### src/rtl/regfile_pkg.sv
// Shared widths and FSM state type for the register-file dump reader.
package regfile_pkg;
  localparam int DATA_W   = 32;
  localparam int ADDR_W   = 5;
  localparam int NUM_REGS = 2 ** ADDR_W;

  typedef enum logic [1:0] {
    IDLE = 2'd0,
    READ = 2'd1,
    SEND = 2'd2,
    DONE = 2'd3
  } dump_state_t;
endpackage

### src/rtl/regfile_dump_reader_if.sv
// Valid/ready beat channel carrying one register snapshot per transfer.
interface regfile_dump_reader_if;
  import regfile_pkg::*;

  logic              dump_valid;
  logic              dump_ready;
  logic [DATA_W-1:0] dump_data;
  logic [ADDR_W-1:0] dump_index;
  logic              dump_last;

  modport master (
    output dump_valid, dump_data, dump_index, dump_last,
    input  dump_ready
  );

  modport slave (
    input  dump_valid, dump_data, dump_index, dump_last,
    output dump_ready
  );
endinterface

### src/rtl/regfile_dump_reader.sv
// Walks an inclusive register range through a combinational read port and
// streams each captured word out as one valid/ready beat.
module regfile_dump_reader
  import regfile_pkg::*;
(
  input  logic                  clk,
  input  logic                  reset,
  input  logic                  start,
  input  logic [ADDR_W-1:0]     first_reg,
  input  logic [ADDR_W-1:0]     last_reg,
  input  logic                  abort,
  output logic [ADDR_W-1:0]     rf_addr,
  input  logic [DATA_W-1:0]     rf_data,
  output logic                  busy,
  output logic                  done,
  regfile_dump_reader_if.master dump
);
  dump_state_t       state_q, state_d;
  logic [ADDR_W-1:0] idx_q, idx_d;
  logic [ADDR_W-1:0] last_q, last_d;
  logic [DATA_W-1:0] data_q, data_d;
  logic [ADDR_W-1:0] index_q, index_d;
  logic              last_flag_q, last_flag_d;
  logic              valid_q, valid_d;
  logic              done_q, done_d;
  logic              busy_q, busy_d;

  always_comb begin
    state_d     = state_q;
    idx_d       = idx_q;
    last_d      = last_q;
    data_d      = data_q;
    index_d     = index_q;
    last_flag_d = last_flag_q;
    valid_d     = valid_q;
    unique case (state_q)
      IDLE: begin
        if (start) begin
          if (first_reg <= last_reg) begin
            last_d  = last_reg;
            idx_d   = first_reg;
            state_d = READ;
          end else begin
            state_d = DONE;
          end
        end
      end
      READ: begin
        if (abort) begin
          state_d = DONE;
        end else begin
          data_d      = rf_data;
          index_d     = idx_q;
          last_flag_d = (idx_q == last_q);
          valid_d     = 1'b1;
          state_d     = SEND;
        end
      end
      SEND: begin
        // abort wins over a simultaneous handshake: that beat is not counted
        if (abort) begin
          valid_d = 1'b0;
          state_d = DONE;
        end else if (dump.dump_ready) begin
          valid_d = 1'b0;
          if (last_flag_q) begin
            state_d = DONE;
          end else begin
            idx_d   = idx_q + 1'b1;
            state_d = READ;
          end
        end
      end
      DONE:    state_d = IDLE;
      default: state_d = IDLE;
    endcase
    done_d = (state_d == DONE);
    busy_d = (state_d == READ) || (state_d == SEND);
  end

  always_ff @(posedge clk or posedge reset) begin
    if (reset) begin
      state_q     <= IDLE;
      idx_q       <= '0;
      last_q      <= '0;
      data_q      <= '0;
      index_q     <= '0;
      last_flag_q <= 1'b0;
      valid_q     <= 1'b0;
      done_q      <= 1'b0;
      busy_q      <= 1'b0;
    end else begin
      state_q     <= state_d;
      idx_q       <= idx_d;
      last_q      <= last_d;
      data_q      <= data_d;
      index_q     <= index_d;
      last_flag_q <= last_flag_d;
      valid_q     <= valid_d;
      done_q      <= done_d;
      busy_q      <= busy_d;
    end
  end

  assign rf_addr         = idx_q;
  assign busy            = busy_q;
  assign done            = done_q;
  assign dump.dump_valid = valid_q;
  assign dump.dump_data  = data_q;
  assign dump.dump_index = index_q;
  assign dump.dump_last  = last_flag_q;
endmodule
### src/flat_wrapper.sv
// flat-port wrapper written by rule: the top's interface ports become plain ports
module regfile_dump_reader_flat import regfile_pkg::*;
  (clk, reset, start, first_reg, last_reg, abort, rf_addr, rf_data, busy, done, dump_dump_valid, dump_dump_data, dump_dump_index, dump_dump_last, dump_dump_ready);
  regfile_dump_reader_if dump_i ();
  input  logic clk;
  input  logic reset;
  input  logic start;
  input  logic [ADDR_W-1:0] first_reg;
  input  logic [ADDR_W-1:0] last_reg;
  input  logic abort;
  output logic [ADDR_W-1:0] rf_addr;
  input  logic [DATA_W-1:0] rf_data;
  output logic busy;
  output logic done;
  output wire logic [$bits(dump_i.dump_valid)-1:0] dump_dump_valid;
  output wire logic [$bits(dump_i.dump_data)-1:0] dump_dump_data;
  output wire logic [$bits(dump_i.dump_index)-1:0] dump_dump_index;
  output wire logic [$bits(dump_i.dump_last)-1:0] dump_dump_last;
  input wire logic [$bits(dump_i.dump_ready)-1:0] dump_dump_ready;
  assign dump_dump_valid = dump_i.dump_valid;
  assign dump_dump_data = dump_i.dump_data;
  assign dump_dump_index = dump_i.dump_index;
  assign dump_dump_last = dump_i.dump_last;
  assign dump_i.dump_ready = dump_dump_ready;
  regfile_dump_reader u_core (.clk(clk), .reset(reset), .start(start), .first_reg(first_reg), .last_reg(last_reg), .abort(abort), .rf_addr(rf_addr), .rf_data(rf_data), .busy(busy), .done(done), .dump(dump_i));
endmodule
### config.mk
export PLATFORM = sky130hd
export DESIGN_NAME = regfile_dump_reader_flat
export DESIGN_NICKNAME = d
export VERILOG_FILES = /design/src/rtl/regfile_pkg.sv /design/src/rtl/regfile_dump_reader_if.sv /design/src/rtl/regfile_dump_reader.sv /design/src/flat_wrapper.sv
export SDC_FILE = /design/constraint.sdc
export NUM_CORES = 1
export LEC_CHECK = 0
export ABC_AREA = 0
export BUFFER_PORTS_ARGS = -buffer_cell sky130_fd_sc_hd__buf_4
export CAP_MARGIN = 20
export CORE_MARGIN = 2
export CORE_UTILIZATION = 48
export DETAILED_ROUTE_END_ITERATION = 10
export PLACE_DENSITY = 0.76
export SETUP_SLACK_MARGIN = 0.02
export SLEW_MARGIN = 20
export SYNTH_ARGS = -nofsm -noshare
export SYNTH_HDL_FRONTEND = slang
export SYNTH_SLANG_ARGS = --single-unit
### constraint.sdc
create_clock -name clk -period 2.1 [get_ports clk]
set_input_delay 0 -clock clk [delete_from_list [all_inputs] [get_ports clk]]
set_output_delay 0 -clock clk [all_outputs]
set_load 0.05 [all_outputs]
## Word level (Yosys, flattened, before mapping)

Index checks and enable logic that the tools add are counted.

- Output and inout bits: 46
- Word-level logic and storage cells: 51
- Flip-flop bits (word level): 53
- Input bits: 47

- Reductions and logical operators: 8
- Equal/unequal tests: 14
- Muxes and demuxes: 17
- Add/subtract/negate cells: 1
- Order comparisons: 1
- Bitwise operators: 1

Operators by type and width:

| cell | number |
|---|---|
| 2-to-1 mux 5 bit | 5 |
| 2-to-1 mux 2 bit | 5 |
| inequality test 2 bit, second input constant | 5 |
| one-hot mux 5 bit (2 select lines) | 1 |
| equality test 2 bit, second input constant | 4 |
| one-hot mux 2 bit (4 select lines) | 1 |
| AND reduction 3 bit | 2 |
| AND reduction 6 bit | 1 |
| adder 5 x 1 -> 5 bit, second input constant | 1 |
| equality test 5 bit | 1 |
| less-or-equal comparator 5 bit | 1 |
| equality test 2 x 1 -> 1 bit, second input constant | 2 |
| 2-to-1 mux 1 bit | 4 |
| nonzero test 2 bit | 2 |
| inequality test 3 bit, second input constant | 1 |
| logical NOT 2 bit | 1 |
| inequality test 2 x 1 -> 1 bit, second input constant | 1 |
| one-hot mux 1 bit (2 select lines) | 1 |
| AND reduction 2 bit | 1 |
| logical OR 1 bit | 1 |
| inverter 1 bit | 1 |

## Depth between registers and ports, before layout

- Depth in word-level cells: 6
- Depth in mapped cells: 7
- Gate-level depth less buffers: 7

## Least setup slack after synthesis

No wires, ideal clock.

- Path kind: register -> register
- From: reg u_core.last_flag_q, in the netlist u_core.dump.dump_last
- To: reg u_core.idx_q[1], in the netlist u_core.rf_addr[1]
- Path buffers: 1
- Library setup time: 125 ps
- Data required time: 1975 ps
- Slack: 298 ps
- Clock period less this slack: 1802 ps
- Arrival time: 1677 ps
- Stages on the path, launching flop included: 7
- Cells stage by stage: dfrtp_1 > nor2_1 > and3_1 > clkbuf_1 > nor2_1 > nor3_2 > mux2_2

- Longest elaborated chain between the ends: 2

Ends and longest elaborated chain:

| what | line | source |
|---|---|---|
| from (decl) | regfile_dump_reader.sv:23 | `logic last_flag_q, last_flag_d;` |
| from (signal assigned) | regfile_dump_reader.sv:98 | `last_flag_q <= last_flag_d;` |
| inequality test 2 bit (no source line) | - |  |
| AND reduction 6 bit (no source line) | - |  |
| to (signal assigned) | regfile_dump_reader.sv:94 | `idx_q <= idx_d;` |
| to (decl) | regfile_dump_reader.sv:19 | `logic [ADDR_W-1:0] idx_q, idx_d;` |

Every way passes these cells.
A chain may end at the register's enable or synchronous reset.

## Worst setup path after layout

- From: in last_reg[3]
- To: reg u_core.last_q[0]

- Longest elaborated chain between the ends: 2

Ends and longest elaborated chain:

| what | line | source |
|---|---|---|
| from (decl) | flat_wrapper.sv:9 | `input logic [ADDR_W-1:0] last_reg;` |
| less-or-equal comparator 5 bit | regfile_dump_reader.sv:39 | `if (first_reg <= last_reg) begin` |
| AND reduction 3 bit (no source line) | - |  |
| to (signal assigned) | regfile_dump_reader.sv:95 | `last_q <= last_d;` |
| to (decl) | regfile_dump_reader.sv:20 | `logic [ADDR_W-1:0] last_q, last_d;` |

Every way passes these cells.

==> impl_metrics.toml <==
[run_status]
outcome = "finished clean"

[logic_synthesis]
synth_top_area_frac = 0.558
synth_seq_cells = 53
netlist_area_um2 = 2370
yosys-top-cells-area = "dfrtp_1 (56%), mux2_2 (21%), ha_1 (3.7%)"
synthCells = 175
yosysWarnings = 0
synth_fp_nets = 229
yosys.area.top_type = "dfrtp_1"
avgSynthCellArea_um2 = 13.6
synth_seq_area_share = 0.558
synth.distinct_cells = 32

[final_layout]
final_common_cell = "buf_4"
nets = 363
design_area_um2 = 3660
stdcell_count = 376
antenna_cells = 0
final_util = 0.771
nFillCells = 316
area_growth_pct = 54.3
multiInputGateArea_um2 = 997
drive_gt1_frac = 0.515
seq_area_um2 = 1330
layout.cells.most_common_list = "buf_4 (96), dfrtp_1 (53), mux2_2 (44), dlygate4sd3_1 (38)"

[timing]
setup-tns-final_ns = 0
period_share = 0.954
finalMaxSlewViolations = 0
hold_viol_final = 0
setup_slack_ns = 0.0966
max_freq_mhz = 499
skew_ns = 0.00918
relSlewSlack = 0.771
fin_crit_ns = 2.00
rsz0062_at_grt = "false"
setup_viol = 0
hold_slack_ns = 0.0164
tightest_slew_ns = 0.342

[die]
die_h_um = 74.3
die_area_um2 = 5530
row_count = 25
io_pins = 93
core_um2 = 4750
die_w_um = 74.3
start_util = 0.499

[setup_path]
crit_chain = "dlygate4sd3_1 > buf_4 > inv_1 > ha_1 > a21o_1 > a21oi_4 > a21oi_2 > nor4b_4 > buf_4 > mux2_2"
cp_slowest_cell = "dlygate4sd3_1"
cp-end-kind = "flop"
cpPeakStageDelay_ns = 0.53
worstPathArrival_ns = 2.20
critPathTopFamily = "buffers and inverters"
crit_top_cell = "buf_4"
crit_buf_inv = 4
critPathRequiredTime_ns = 2.30
startpoint_type = "input port"
critical_path_class = "in2reg"
worstPathMaxFanout = 5

[place]
dp.cells = 330
io_buffers = 92
place_ws_ns = 0.270
dp_hpwl_um = 3710
gp_congestion = 0.772
place_area_um2 = 3170

[grt]
antenna_found_initial = 0
grt_pass1_wl_um = 8940
grt_max_degree = 54
grtUsageTotal = 0.218
grt_overflow = 0
grt_pass1_vias = 1906

[power]
max-vdd-ir-drop_uv = 1080
p_leak_nw = 1.69
cellPowerDensity_nw_per_um2 = 1690
fin_total_pwr_mw = 6.20

[clock_network]
insertion_delay_ns = 0.31
cts_root_buffer = "clkbuf_8"
cts_buffers = 5
clk_pin_slew_worst_paths_ns = 0.09
ctsHtreeMaxLevel = 2
cts_num_sinks = 53
cts_tree = "built"
clock_path_buffers = 2

[detailed_routing]
dr.first_iter.drc_count = 103
ant_nets = 0
routed_wl_um = 5850
drc = 0
dr.pass1.iters = 4
num_vias = 1864
viasPerCell = 4.96
routedWlPerCell_um = 15.6

[run]
max-cap-violations = 0

[worst_hold_path]
hp-class = "in2reg"
-- kinds of logic after synthesis --
group	share of synthesized area
XOR/XNOR	0.0184
AO/OA/AOI/OAI	0.0727
multiplexers	0.209
buffers and inverters	0.0300
flip-flops	0.558
AND/OR/NAND/NOR	0.0748
adder cells (fa/ha/maj)	0.0369
-- synthesized netlist by cell type --
cell type   n
a21oi_1     5
nor3_1      4
a2bb2oi_1   3
a21oi_2     2
clkbuf_1    3
and2b_1     1
o21ai_2     1
o31ai_1     1
a211oi_4    1
nand2_1     2
and3_4      2
ha_1        7
xnor2_1     5
nor4b_4     1
buf_2       3
inv_1       7
a21o_1      1
o41ai_1     1
a221o_1     1
and3_1      3
a211oi_1    1
o21ai_0     4
nor2b_1     5
buf_1       1
mux2_2     44
nor2_1      3
o21bai_1    1
nor3_2      1
dfrtp_1    53
buf_4       2
o22ai_1     1
nand3_1     5
-- tightest hold or removal path, cell delays in order --
cell	delay, ns
buf_4	0.10
nor2b_1	0.05
nor2_1	0.07
o21ai_0	0.07
-- state kept, by name, summed over array words and instances (netlist names), 2 cells and up --
| signal | cells |
|---|---|
| u_core.dump.dump_data | 32 |
| u_core.dump.dump_index | 5 |
| u_core.last_q | 5 |
| u_core.rf_addr | 5 |
| u_core.state_q | 2 |
-- where the power goes --
group	internal [mW]	total [mW]	switching [mW]
Sequential	1.54	1.91	0.368
Combinational	1.38	3.71	2.33
Clock	0.261	0.589	0.328
-- area by class of cell --
class | instances | area share
tap | 67 | 0.0229
timing repair buffer | 136 | 0.311
clock inverter | 1 | 0.00205
multi-input combinational | 106 | 0.272
clock buffer | 6 | 0.0225
inverter | 7 | 0.00717
sequential | 53 | 0.362
-- worst paths after layout --
path / cells past startpoint / to / start / slack (ns)
max in group asynchronous: 4 / u_core.dump.dump_data[17] / reset / 1.55
setup reg to reg: 4 / u_core.rf_addr[1] / u_core.state_q[1] / 0.39
min in group asynchronous: 4 / u_core.dump.dump_data[15] / reset / 0.31
hold reg to reg: 1 / u_core.dump.dump_data[29] / u_core.dump.dump_data[29] / 0.52
hold / removal: 4 / u_core.dump.dump_valid / abort / 0.02
setup / recovery: 10 / u_core.last_q[0] / last_reg[3] / 0.1
-- what timing repair did --
item	CTS	global route
setup endpoints to repair	0	5
setup buffers	0	1
hold endpoints to repair	90	0
gates resized for setup	0	2
hold buffers	38	0
-- per-layer routing --
layer	up-vias	global-route usage	wire [µm]
met3	8	0.0379	316
met2	64	0.390	3090
li1	893	-	-
met4	0	0.0873	88
met1	899	0.261	2350
met5	-	0	0
(Power assumes the default switching activity.)
